[src/rtl/multicycle_ctrl_if.sv]
// Purpose: bundles the instruction fields, live ALU flags and all datapath
//          control outputs of the multicycle controller.
// Latency: none (wiring only).
// Backpressure: none; the controller has no stall input.
// Ports:   slave  - the controller (consumes instruction/flags, drives controls)
//          master - the datapath side (drives instruction/flags, consumes controls)
interface multicycle_ctrl_if;
    // Instruction fields and live ALU status
    logic [3:0] Cond;
    logic [1:0] Op;
    logic [5:0] Funct;
    logic [3:0] ALUFlags;

    // Datapath controls
    logic       PCWrite;
    logic       IRWrite;
    logic       RegWrite;
    logic       MemWrite;
    logic       AdrSrc;
    logic [1:0] ALUSrcA;
    logic [1:0] ALUSrcB;
    logic [1:0] ResultSrc;
    logic [1:0] ImmSrc;
    logic [1:0] RegSrc;
    logic [3:0] ALUControl;
    logic       CarryIn;
    logic [3:0] Flags;

    modport slave (
        input  Cond, Op, Funct, ALUFlags,
        output PCWrite, IRWrite, RegWrite, MemWrite, AdrSrc,
        output ALUSrcA, ALUSrcB, ResultSrc, ImmSrc, RegSrc,
        output ALUControl, CarryIn, Flags
    );

    modport master (
        output Cond, Op, Funct, ALUFlags,
        input  PCWrite, IRWrite, RegWrite, MemWrite, AdrSrc,
        input  ALUSrcA, ALUSrcB, ResultSrc, ImmSrc, RegSrc,
        input  ALUControl, CarryIn, Flags
    );
endinterface

[src/rtl/multicycle_ctrl.sv]
// Purpose: Moore-FSM controller for a multicycle ARM-subset datapath, with
//          condition evaluation and the stored NZCV flag register.
// Latency: 2 (cond fail/undef), 3 (branch), 4 (data-proc, STR), 5 (LDR) cycles.
// Backpressure: none; one state per clock, instruction fields held by datapath.
// Ports:   clk, reset (synchronous, active high); bus (slave modport) carries
//          Cond/Op/Funct/ALUFlags in and every control/flag output out.
module multicycle_ctrl (
    input  logic              clk,
    input  logic              reset,
    multicycle_ctrl_if.slave  bus
);

    typedef enum logic [3:0] {
        S_FETCH    = 4'd0,
        S_DECODE   = 4'd1,
        S_MEMADR   = 4'd2,
        S_MEMREAD  = 4'd3,
        S_MEMWB    = 4'd4,
        S_MEMWRITE = 4'd5,
        S_EXECR    = 4'd6,
        S_EXECI    = 4'd7,
        S_ALUWB    = 4'd8,
        S_BRANCH   = 4'd9
    } state_e;

    // ALU operation encodings
    localparam logic [3:0] ALU_ADD = 4'b0000;
    localparam logic [3:0] ALU_SUB = 4'b0001;
    localparam logic [3:0] ALU_RSB = 4'b0010;
    localparam logic [3:0] ALU_ADC = 4'b0011;
    localparam logic [3:0] ALU_SBC = 4'b0100;
    localparam logic [3:0] ALU_RSC = 4'b0101;
    localparam logic [3:0] ALU_AND = 4'b1000;
    localparam logic [3:0] ALU_ORR = 4'b1001;
    localparam logic [3:0] ALU_EOR = 4'b1010;
    localparam logic [3:0] ALU_MOV = 4'b1101;
    localparam logic [3:0] ALU_BIC = 4'b1110;
    localparam logic [3:0] ALU_MVN = 4'b1111;

    // Data-processing cmd field values
    localparam logic [3:0] CMD_AND = 4'b0000;
    localparam logic [3:0] CMD_EOR = 4'b0001;
    localparam logic [3:0] CMD_SUB = 4'b0010;
    localparam logic [3:0] CMD_RSB = 4'b0011;
    localparam logic [3:0] CMD_ADD = 4'b0100;
    localparam logic [3:0] CMD_ADC = 4'b0101;
    localparam logic [3:0] CMD_SBC = 4'b0110;
    localparam logic [3:0] CMD_RSC = 4'b0111;
    localparam logic [3:0] CMD_TST = 4'b1000;
    localparam logic [3:0] CMD_TEQ = 4'b1001;
    localparam logic [3:0] CMD_CMP = 4'b1010;
    localparam logic [3:0] CMD_CMN = 4'b1011;
    localparam logic [3:0] CMD_ORR = 4'b1100;
    localparam logic [3:0] CMD_MOV = 4'b1101;
    localparam logic [3:0] CMD_BIC = 4'b1110;
    localparam logic [3:0] CMD_MVN = 4'b1111;

    state_e     state_q, state_d;
    logic [3:0] flags_q, flags_d;

    // Instruction field aliases
    logic [3:0] cmd;
    logic       i_bit;
    logic       s_bit;     // also the L bit for memory instructions
    logic       is_test;   // TST/TEQ/CMP/CMN: set flags, never write a register
    logic       is_arith;  // commands whose flag result includes C and V
    logic       cond_ex;

    assign cmd     = bus.Funct[4:1];
    assign i_bit   = bus.Funct[5];
    assign s_bit   = bus.Funct[0];
    assign is_test = (cmd[3:2] == 2'b10);

    always_comb begin
        is_arith = 1'b0;
        case (cmd)
            CMD_SUB, CMD_RSB, CMD_ADD, CMD_ADC,
            CMD_SBC, CMD_RSC, CMD_CMP, CMD_CMN: is_arith = 1'b1;
            default:                            is_arith = 1'b0;
        endcase
    end

    // Condition check against the stored flags, not the live ALU flags.
    logic flag_n, flag_z, flag_c, flag_v;
    assign flag_n = flags_q[3];
    assign flag_z = flags_q[2];
    assign flag_c = flags_q[1];
    assign flag_v = flags_q[0];

    always_comb begin
        cond_ex = 1'b0;
        case (bus.Cond)
            4'b0000: cond_ex = flag_z;
            4'b0001: cond_ex = ~flag_z;
            4'b0010: cond_ex = flag_c;
            4'b0011: cond_ex = ~flag_c;
            4'b0100: cond_ex = flag_n;
            4'b0101: cond_ex = ~flag_n;
            4'b0110: cond_ex = flag_v;
            4'b0111: cond_ex = ~flag_v;
            4'b1000: cond_ex = flag_c & ~flag_z;
            4'b1001: cond_ex = ~flag_c | flag_z;
            4'b1010: cond_ex = (flag_n == flag_v);
            4'b1011: cond_ex = (flag_n != flag_v);
            4'b1100: cond_ex = ~flag_z & (flag_n == flag_v);
            4'b1101: cond_ex = flag_z | (flag_n != flag_v);
            4'b1110: cond_ex = 1'b1;
            default: cond_ex = 1'b0;
        endcase
    end

    // Next-state logic
    always_comb begin
        state_d = state_q;
        case (state_q)
            S_FETCH:  state_d = S_DECODE;
            S_DECODE: begin
                if (!cond_ex || bus.Op == 2'b11) begin
                    state_d = S_FETCH;
                end else begin
                    case (bus.Op)
                        2'b01:   state_d = S_MEMADR;
                        2'b10:   state_d = S_BRANCH;
                        default: state_d = i_bit ? S_EXECI : S_EXECR;
                    endcase
                end
            end
            S_MEMADR:   state_d = s_bit ? S_MEMREAD : S_MEMWRITE;
            S_MEMREAD:  state_d = S_MEMWB;
            S_EXECR,
            S_EXECI:    state_d = S_ALUWB;
            S_MEMWB,
            S_MEMWRITE,
            S_ALUWB,
            S_BRANCH:   state_d = S_FETCH;
            default:    state_d = S_FETCH;
        endcase
    end

    // ALU operation for the execute states
    logic [3:0] alu_dec;
    always_comb begin
        alu_dec = ALU_ADD;
        case (cmd)
            CMD_AND, CMD_TST: alu_dec = ALU_AND;
            CMD_EOR, CMD_TEQ: alu_dec = ALU_EOR;
            CMD_SUB, CMD_CMP: alu_dec = ALU_SUB;
            CMD_RSB:          alu_dec = ALU_RSB;
            CMD_ADD, CMD_CMN: alu_dec = ALU_ADD;
            CMD_ADC:          alu_dec = ALU_ADC;
            CMD_SBC:          alu_dec = ALU_SBC;
            CMD_RSC:          alu_dec = ALU_RSC;
            CMD_ORR:          alu_dec = ALU_ORR;
            CMD_MOV:          alu_dec = ALU_MOV;
            CMD_BIC:          alu_dec = ALU_BIC;
            CMD_MVN:          alu_dec = ALU_MVN;
            default:          alu_dec = ALU_ADD;
        endcase
    end

    // Per-state Moore outputs
    logic       pc_write, ir_write, reg_write, mem_write, adr_src;
    logic [1:0] alu_src_a, alu_src_b, result_src;
    logic [3:0] alu_control;

    always_comb begin
        pc_write    = 1'b0;
        ir_write    = 1'b0;
        reg_write   = 1'b0;
        mem_write   = 1'b0;
        adr_src     = 1'b0;
        alu_src_a   = 2'b00;
        alu_src_b   = 2'b00;
        result_src  = 2'b00;
        alu_control = ALU_ADD;
        case (state_q)
            S_FETCH: begin
                ir_write   = 1'b1;
                pc_write   = 1'b1;
                alu_src_a  = 2'b01;
                alu_src_b  = 2'b10;
                result_src = 2'b10;
            end
            S_DECODE: begin
                alu_src_a  = 2'b01;
                alu_src_b  = 2'b10;
                result_src = 2'b10;
            end
            S_MEMADR: begin
                alu_src_b = 2'b01;
            end
            S_MEMREAD: begin
                adr_src = 1'b1;
            end
            S_MEMWB: begin
                reg_write  = 1'b1;
                result_src = 2'b01;
            end
            S_MEMWRITE: begin
                adr_src   = 1'b1;
                mem_write = 1'b1;
            end
            S_EXECR: begin
                alu_control = alu_dec;
            end
            S_EXECI: begin
                alu_src_b   = 2'b01;
                alu_control = alu_dec;
            end
            S_ALUWB: begin
                reg_write = ~is_test;
            end
            S_BRANCH: begin
                alu_src_b  = 2'b01;
                result_src = 2'b10;
                pc_write   = 1'b1;
            end
            default: begin
                pc_write = 1'b0;
            end
        endcase
    end

    // Flag capture at the end of an execute state. Logical ops keep C/V,
    // MOV keeps only V (its C comes from the shifter via the ALU).
    always_comb begin
        flags_d = flags_q;
        if ((state_q == S_EXECR || state_q == S_EXECI) && (s_bit || is_test)) begin
            if (is_arith) begin
                flags_d = bus.ALUFlags;
            end else if (cmd == CMD_MOV) begin
                flags_d = {bus.ALUFlags[3:1], flags_q[0]};
            end else begin
                flags_d = {bus.ALUFlags[3:2], flags_q[1:0]};
            end
        end
    end

    always_ff @(posedge clk) begin
        if (reset) begin
            state_q <= S_FETCH;
            flags_q <= 4'b0000;
        end else begin
            state_q <= state_d;
            flags_q <= flags_d;
        end
    end

    // Write enables are suppressed for as long as reset is held.
    assign bus.PCWrite    = pc_write  & ~reset;
    assign bus.IRWrite    = ir_write  & ~reset;
    assign bus.RegWrite   = reg_write & ~reset;
    assign bus.MemWrite   = mem_write & ~reset;
    assign bus.AdrSrc     = adr_src;
    assign bus.ALUSrcA    = alu_src_a;
    assign bus.ALUSrcB    = alu_src_b;
    assign bus.ResultSrc  = result_src;
    assign bus.ALUControl = alu_control;
    assign bus.ImmSrc     = bus.Op;
    assign bus.RegSrc     = {(bus.Op == 2'b01), (bus.Op == 2'b10)};
    assign bus.Flags      = flags_q;
    assign bus.CarryIn    = flags_q[1];

endmodule

[src/flat_wrapper.sv]
// flat-port wrapper written by rule: the top's interface ports become plain ports
module multicycle_ctrl_flat 
  (clk, reset, bus_Cond, bus_Op, bus_Funct, bus_ALUFlags, bus_PCWrite, bus_IRWrite, bus_RegWrite, bus_MemWrite, bus_AdrSrc, bus_ALUSrcA, bus_ALUSrcB, bus_ResultSrc, bus_ImmSrc, bus_RegSrc, bus_ALUControl, bus_CarryIn, bus_Flags);
  multicycle_ctrl_if bus_i ();
  input  logic clk;
  input  logic reset;
  input wire logic [$bits(bus_i.Cond)-1:0] bus_Cond;
  input wire logic [$bits(bus_i.Op)-1:0] bus_Op;
  input wire logic [$bits(bus_i.Funct)-1:0] bus_Funct;
  input wire logic [$bits(bus_i.ALUFlags)-1:0] bus_ALUFlags;
  output wire logic [$bits(bus_i.PCWrite)-1:0] bus_PCWrite;
  output wire logic [$bits(bus_i.IRWrite)-1:0] bus_IRWrite;
  output wire logic [$bits(bus_i.RegWrite)-1:0] bus_RegWrite;
  output wire logic [$bits(bus_i.MemWrite)-1:0] bus_MemWrite;
  output wire logic [$bits(bus_i.AdrSrc)-1:0] bus_AdrSrc;
  output wire logic [$bits(bus_i.ALUSrcA)-1:0] bus_ALUSrcA;
  output wire logic [$bits(bus_i.ALUSrcB)-1:0] bus_ALUSrcB;
  output wire logic [$bits(bus_i.ResultSrc)-1:0] bus_ResultSrc;
  output wire logic [$bits(bus_i.ImmSrc)-1:0] bus_ImmSrc;
  output wire logic [$bits(bus_i.RegSrc)-1:0] bus_RegSrc;
  output wire logic [$bits(bus_i.ALUControl)-1:0] bus_ALUControl;
  output wire logic [$bits(bus_i.CarryIn)-1:0] bus_CarryIn;
  output wire logic [$bits(bus_i.Flags)-1:0] bus_Flags;
  assign bus_i.Cond = bus_Cond;
  assign bus_i.Op = bus_Op;
  assign bus_i.Funct = bus_Funct;
  assign bus_i.ALUFlags = bus_ALUFlags;
  assign bus_PCWrite = bus_i.PCWrite;
  assign bus_IRWrite = bus_i.IRWrite;
  assign bus_RegWrite = bus_i.RegWrite;
  assign bus_MemWrite = bus_i.MemWrite;
  assign bus_AdrSrc = bus_i.AdrSrc;
  assign bus_ALUSrcA = bus_i.ALUSrcA;
  assign bus_ALUSrcB = bus_i.ALUSrcB;
  assign bus_ResultSrc = bus_i.ResultSrc;
  assign bus_ImmSrc = bus_i.ImmSrc;
  assign bus_RegSrc = bus_i.RegSrc;
  assign bus_ALUControl = bus_i.ALUControl;
  assign bus_CarryIn = bus_i.CarryIn;
  assign bus_Flags = bus_i.Flags;
  multicycle_ctrl u_core (.clk(clk), .reset(reset), .bus(bus_i));
endmodule
[config.mk]
export PLATFORM = sky130hd
export DESIGN_NAME = multicycle_ctrl_flat
export DESIGN_NICKNAME = d
export VERILOG_FILES = /design/src/rtl/multicycle_ctrl_if.sv /design/src/rtl/multicycle_ctrl.sv /design/src/flat_wrapper.sv
export SDC_FILE = /design/constraint.sdc
export NUM_CORES = 1
export LEC_CHECK = 0
export CAP_MARGIN = 10
export CORE_ASPECT_RATIO = 1.1
export CORE_UTILIZATION = 40
export CTS_CLUSTER_SIZE = 20
export DETAILED_ROUTE_END_ITERATION = 16
export PLACE_DENSITY = 0.82
export SETUP_SLACK_MARGIN = 0.05
export SLEW_MARGIN = 20
export SYNTH_ARGS = -nofsm -noshare
export SYNTH_HDL_FRONTEND = slang
export SYNTH_SLANG_ARGS = --single-unit
[constraint.sdc]
create_clock -name clk -period 3.1 [get_ports clk]
set_input_delay 0.62 -clock clk [delete_from_list [all_inputs] [get_ports clk]]
set_output_delay 0.62 -clock clk [all_outputs]
set_load 0.005 [all_outputs]
==> flow_summary.json, run 1 <==
{
  "synth_top_area_cell": "dfxtp_1",
  "critPathKind": "input port to primary output",
  "yosysWarnings": 0,
  "path_clk_slew_ns": 0.05,
  "boundaryPins": 42,
  "wl_mm": 2.19,
  "antenna_found_initial": 0,
  "startpoint_type": "input port",
  "topRoutingLayerUsed": "met4",
  "power_density_nw_per_um2": 230,
  "critical_path_required_ns": 2.48,
  "met1_length_mm": 1.06,
  "grt_first_pass_wirelength_mm": 3.53,
  "wl_met2_mm": 1.03,
  "h-tree-depth": 1,
  "outcome": "completed",
  "syn_inst": 122,
  "finClkSkew_ns": 0.00239,
  "critPathTopFamily": "buffers and inverters",
  "power_leakage_nw": 0.492,
  "hold_buffers": 0,
  "synthToLayoutAreaGrowth_pct": 37.8,
  "dp_slack_ns": 0.179,
  "cts_resized": 0,
  "setup_viol": 0,
  "async_flop_share": 0,
  "syn_avg_cell_area_um2": 8.05,
  "min_period_ns": 2.89,
  "wl_met3_um": 90,
  "grt-ovfl-total": 0,
  "cts_buffers": 3,
  "yosys_most_used_dff": "dfxtp_1",
  "die_h_um": 54.0,
  "layout.nets": 175,
  "root_buffer": "clkbuf_4",
  "hold_start": "u_core.bus.Flags[1]",
  "final_cell_mix": "40 x clkdlybuf4s50_1, 9 x nor2_1, 8 x dfxtp_1",
  "hp-class": "flip-flop to flip-flop",
  "synth_nets": 143,
  "grtUsageTotal": 0.170,
  "synth_edf_count": 0,
  "grt_max_degree": 15,
  "setup_tns_ns": 0,
  "layout-drive-gt1-share": 0.112,
  "ant_nets": 0,
  "std_cell_rows": 18,
  "die_x_um": 49.2,
  "r2r-end": "u_core.bus.Flags[0]",
  "drv_cap": 0,
  "grt_pass1_vias": 799,
  "finalHoldViolCount": 0,
  "viasPerCell": 5.30,
  "ys_top_cells_by_area": "dfxtp_1 16%, mux2i_1 6.1%, buf_6 4.6%",
  "yosys.area.top_type_share": 0.163,
  "mostFrequentLayoutCell": "clkdlybuf4s50_1",
  "drc": 0,
  "dpl.hpwl_mm": 1.69,
  "cp-end-kind": "primary output",
  "detail_route.iter0.violations": 11,
  "r2r-start": "u_core.state_q[1]",
  "core_um2": 2270,
  "cts_tree": "built",
  "cp.depth": 5,
  "rsz0062_at_grt": "false",
  "num_vias": 965,
  "diodes": 0,
  "fin_util": 0.595,
  "clock_path_buffers": 2,
  "synth-seq-area-share": 0.163,
  "final_cell_count_no_fill": 182,
  "cpMostUsedCell": "clkdlybuf4s50_1",
  "clock_sinks": 8,
  "first_pass_iters": 4,
  "worstSkewPairLatency_ns": 0.25,
  "crit_buf_inv": 2,
  "numPortBuffers": 40,
  "cp.arrival_ns": 2.27,
  "fmax_ghz": 0.345,
  "yosys_register_bits": 8,
  "gp_congestion": 0.770,
  "worstPathCellList": "clkdlybuf4s50_1 -> nand2b_1 -> nand3b_1 -> a2111oi_0 -> clkdlybuf4s50_1",
  "cpPeakStageDelay_ns": 0.57,
  "critPathSlowestCell": "clkdlybuf4s50_1",
  "path_max_fanout": 2,
  "start_util": 0.432,
  "dp.cells": 179,
  "final.period_utilization": 0.934,
  "r2r_cells": 5,
  "final.setup.worst_slack_ns": 0.205,
  "setup.worst_path.end": "bus_RegWrite",
  "crit_start": "bus_Funct[3]",
  "synth_cell_types": 50,
  "synth_area_um2": 982,
  "ir_worst_vdd_uv": 220,
  "rrSetupSlack_ns": 1.27,
  "fp.dieArea_um2": 2660,
  "cts_setup_buffers": 0,
  "slew_violations": 0,
  "wl_per_cell_um": 12.0
}
worst min-delay path, cell delays in order, from the launching register on:
cell     delay [ns]
dfxtp_1        0.39
o21ai_0        0.11
a21oi_1        0.07
registers in the layout (all words and copies together) (netlist names):
| register | count |
|---|---|
| u_core.bus.Flags | 4 |
| u_core.state_q | 4 |
stage by stage:
stage               hold slack (ns)  area, um2  power (mW)
CTS                           0.617       1350       0.315
finish                        0.607       1350       0.312
floorplan                     0.565        982       0.186
global placement              0.601       1330       0.234
global route                  0.652       1350       0.333
detailed placement            0.611       1330       0.236
report_power, final:
part           internal [mW]  total, mW  switching (mW)  leakage (nW)
registers              0.106      0.113         0.00709        0.0649
clock network         0.0441     0.0766          0.0325        0.0138
logic                 0.0691      0.122          0.0527         0.413
cells by family after synthesis:
kind of cell | after synthesis | synth area share
compound gates | 29 | 0.228
xor+xnor | 4 | 0.0357
fa+ha+maj | 3 | 0.0382
buf+inv | 22 | 0.132
flops | 8 | 0.163
mux | 6 | 0.0611
other cells | 1 | 0.00382
simple gates | 49 | 0.338
final cells by class:
cell class	count	area, um2
timing repair buffer	42	415
multi-input combinational	92	692
clock buffer	3	22.5
sequential	8	160
fill	215	921
tap	30	37.5
inverter	7	26.3
Yosys cell counts (3+ instances only):
cell type / number
nor2_1: 9
dfxtp_1: 8
a21oi_1: 6
inv_1: 6
mux2i_1: 6
clkbuf_1: 5
nor2b_1: 5
nor3_1: 5
buf_4: 4
buf_6: 4
nand2_1: 4
o21ai_0: 4
a22oi_1: 3
ha_1: 3
nand4_1: 3
nor3b_1: 3
o22ai_1: 3
xnor2_1: 3
worst min path at each step:
stage / end / depth (start not counted)
2_1_floorplan: u_core.bus.Flags[1] / 2
3_3_place_gp: u_core.bus.Flags[2] / 2
3_5_place_dp: u_core.bus.Flags[1] / 2
4_1_cts: u_core.bus.Flags[1] / 2
5_1_grt: u_core.bus.Flags[2] / 2
6_report: u_core.bus.Flags[1] / 2
per-layer routing:
| metal | track usage | up-vias |
|---|---|---|
| met5 | 0 | - |
| li1 | - | 505 |
| met4 | 0.0147 | 0 |
| met2 | 0.285 | 22 |
| met3 | 0.0424 | 2 |
| met1 | 0.227 | 436 |
Power figures use the tool's default switching activity.
==> inputs of run 2 (changes only) <==
--- a/config.mk
+++ b/config.mk
@@ -5,12 +5,13 @@
 export SDC_FILE = /design/constraint.sdc
 export NUM_CORES = 1
 export LEC_CHECK = 0
+export ABC_AREA = 1
 export CAP_MARGIN = 10
 export CORE_ASPECT_RATIO = 1.1
 export CORE_UTILIZATION = 40
 export CTS_CLUSTER_SIZE = 20
 export DETAILED_ROUTE_END_ITERATION = 16
-export PLACE_DENSITY = 0.82
+export PLACE_DENSITY = 0.86
 export SETUP_SLACK_MARGIN = 0.05
 export SLEW_MARGIN = 20
 export SYNTH_ARGS = -nofsm -noshare
==> run 2 against run 1 <==
Die area is 13% lower. Area after synthesis down 14%. Clock power is 12% higher. First-iteration DRC count increased to 4.1 times the previous value. Wire length rose by 14%. Hold slack worse by 0.075 ns. Cell count grew 20%. Maximum frequency is 2.8% higher. Clock skew grew 0.0037 ns. Critical endpoint is now bus_PCWrite. Highest routed layer unchanged.
==> flow_summary.json, run 2 <==
{
  "outcome": "completed",
  "critical_path_required_ns": 2.48,
  "dpl.hpwl_mm": 1.95,
  "whs_ns": 0.532,
  "ys_top_cells_by_count": "31 x nand2_1, 24 x nor2_1, 22 x inv_1, 18 x nand3_1, 11 x a21oi_1",
  "worstPathCellList": "clkdlybuf4s50_1 -> inv_1 -> nand3_1 -> o22ai_1 -> clkdlybuf4s50_1",
  "cpMostUsedCell": "clkdlybuf4s50_1",
  "final_area_um2": 1270,
  "synthToLayoutAreaGrowth_pct": 50.7,
  "synth_area_um2": 845,
  "detail_route.iter0.violations": 45,
  "hp-class": "flip-flop to flip-flop",
  "die_x_um": 45.8,
  "fin_total_pwr_uw": 312,
  "p_switching_uw": 104,
  "clock_path_buffers": 2,
  "finClkSkew_ns": 0.00610,
  "boundaryPins": 42,
  "slew_violations": 0,
  "synth_edf_count": 0,
  "yosys_most_used_dff": "dfxtp_1",
  "yosysWarnings": 0,
  "numPortBuffers": 40,
  "core_um2": 2000,
  "place_area_um2": 1250,
  "grt_pass1_vias": 952,
  "wl_per_cell_um": 11.5,
  "startpoint_type": "input port",
  "ant_nets": 0,
  "mostFrequentLayoutCell": "clkdlybuf4s50_1",
  "viasPerCell": 5.03,
  "critPathKind": "input port to primary output",
  "cts_buffers": 3,
  "wl_mm": 2.51,
  "yosys.area.top_type_share": 0.190,
  "ir_worst_vdd_uv": 220,
  "synth_nets": 173,
  "final_cell_count_no_fill": 219,
  "cts_setup_buffers": 0,
  "drv_cap": 0,
  "p_clk_frac": 0.274,
  "grtUsageTotal": 0.232,
  "drc": 0,
  "path_clk_slew_ns": 0.06,
  "dp.cells": 216,
  "power.share.sequential": 0.353,
  "dp_slack_ns": 0.323,
  "start_util": 0.422,
  "cts_resized": 0,
  "setup_tns_ns": 0,
  "syn_avg_cell_area_um2": 5.56,
  "ys_top_cells_by_area": "dfxtp_1 19%, nand2_1 14%, nand3_1 11%",
  "synth-seq-area-share": 0.190,
  "rsz0062_at_grt": "false",
  "num_vias": 1102,
  "cts_tree": "built",
  "clock_sinks": 8,
  "fp.dieArea_um2": 2300,
  "switching_share": 0.333,
  "worstSkewPairLatency_ns": 0.27,
  "regArea_um2": 160,
  "synth_cell_types": 22,
  "syn_inst": 152,
  "setup_viol": 0,
  "p_comb_frac": 0.373,
  "power_density_nw_per_um2": 245,
  "cp.arrival_ns": 2.20,
  "fmax_ghz": 0.355,
  "critPathSlowestCell": "clkdlybuf4s50_1",
  "min_period_ns": 2.82,
  "finalHoldViolCount": 0,
  "internal_power_uw": 208,
  "final.setup.worst_slack_ns": 0.284,
  "grt_first_pass_wirelength_mm": 3.84,
  "layout-drive-gt1-share": 0.0890,
  "grt_max_degree": 9,
  "cpPeakStageDelay_ns": 0.54,
  "async_flop_share": 0,
  "yosys_register_bits": 8,
  "h-tree-depth": 1,
  "die_h_um": 50.2,
  "std_cell_rows": 17,
  "power_leakage_nw": 0.560,
  "synth.most_common_cell": "nand2_1",
  "diodes": 0,
  "root_buffer": "clkbuf_4",
  "hold_buffers": 0,
  "fillers": 187,
  "final_cell_mix": "40 x clkdlybuf4s50_1, 31 x nand2_1, 24 x nor2_1",
  "synth_top_area_cell": "dfxtp_1",
  "first_pass_iters": 4,
  "path_max_fanout": 7,
  "multi_input_area_um2": 553,
  "final.period_utilization": 0.908,
  "gp_congestion": 1.01,
  "grt-ovfl-total": 0,
  "fin_util": 0.636,
  "antenna_found_initial": 0,
  "layout.nets": 214,
  "cp-end-kind": "primary output"
}
==> run 2: cell types whose count changed after synthesis, sizes merged, moves of 5 or more <==
cell	before	now
nor2	11	27
mux2i	6	0
a21oi	6	13
o21ai	4	9
buf	10	4
nor2b	7	0
inv	7	27
nand3	2	18
nand2	6	35
clkbuf	5	0
==> run 2: layer usage <==
metal  up-vias  wire length (um)  GRT usage  part of all wire
met2        58              1330      0.429              0.53
met4         0                56      0.103             0.022
met5         -                 0          0                 0
li1        558                 -          -                 -
met1       478               956      0.235              0.38
met3         8               169     0.0540             0.067
==> run 2: cell type report <==
| type | instances | area share |
|---|---|---|
| repair buffers | 40 | 0.315 |
| inverters | 27 | 0.0796 |
| well taps | 28 | 0.0275 |
| clock buffers | 3 | 0.0177 |
| flip-flops and latches | 8 | 0.126 |
| multi-input cells | 113 | 0.435 |
==> run 2: worst max-delay path, delay by kind of cell <==
| family | cells | cell delay [ns] |
|---|---|---|
| compound gates | 1 | 0.20 |
| buf+inv | 3 | 1.24 |
| simple gates | 1 | 0.14 |
==> run 2: worst paths after layout <==
check / startpoint / endpoint / slack, ns / cells past startpoint
worst max-delay path: reset / bus_PCWrite / 0.28 / 5
worst min-delay path: u_core.bus.Flags[1] / u_core.bus.Flags[1] / 0.53 / 2
worst max register to register: u_core.bus.Flags[3] / u_core.state_q[1] / 1.74 / 11
worst min register to register: u_core.bus.Flags[1] / u_core.bus.Flags[1] / 0.53 / 2
==> run 2: logic make-up (layout without fill, tap and decap cells) <==
logic type / count (synthesis) / count (layout) / share of synthesized area
AO/OA/AOI/OAI: 25 / 25 / 0.164
flip-flops: 8 / 8 / 0.190
other: 1 / 1 / 0.00444
adder cells (fa/ha/maj): 3 / 3 / 0.0444
AND/OR/NAND/NOR: 84 / 84 / 0.441
buffers and inverters: 31 / 70 / 0.156
==> run 2: power by group through the flow <==
stage	clock network, mW	logic, mW	registers (mW)
2_1_floorplan	0	0.0568	0.111
3_3_place_gp	0	0.111	0.112
3_5_place_dp	0	0.114	0.112
4_1_cts	0.0840	0.116	0.110
5_1_grt	0.0946	0.129	0.110
6_report	0.0856	0.116	0.110
==> inputs of run 3 (changes only) <==
--- a/config.mk
+++ b/config.mk
@@ -6,14 +6,12 @@
 export NUM_CORES = 1
 export LEC_CHECK = 0
 export ABC_AREA = 1
-export CAP_MARGIN = 10
 export CORE_ASPECT_RATIO = 1.1
 export CORE_UTILIZATION = 40
 export CTS_CLUSTER_SIZE = 20
 export DETAILED_ROUTE_END_ITERATION = 16
 export PLACE_DENSITY = 0.86
 export SETUP_SLACK_MARGIN = 0.05
-export SLEW_MARGIN = 20
 export SYNTH_ARGS = -nofsm -noshare
 export SYNTH_HDL_FRONTEND = slang
 export SYNTH_SLANG_ARGS = --single-unit
==> results of run 3 <==
Same layout as run 2: the final DEF is identical, and so are final timing and power.
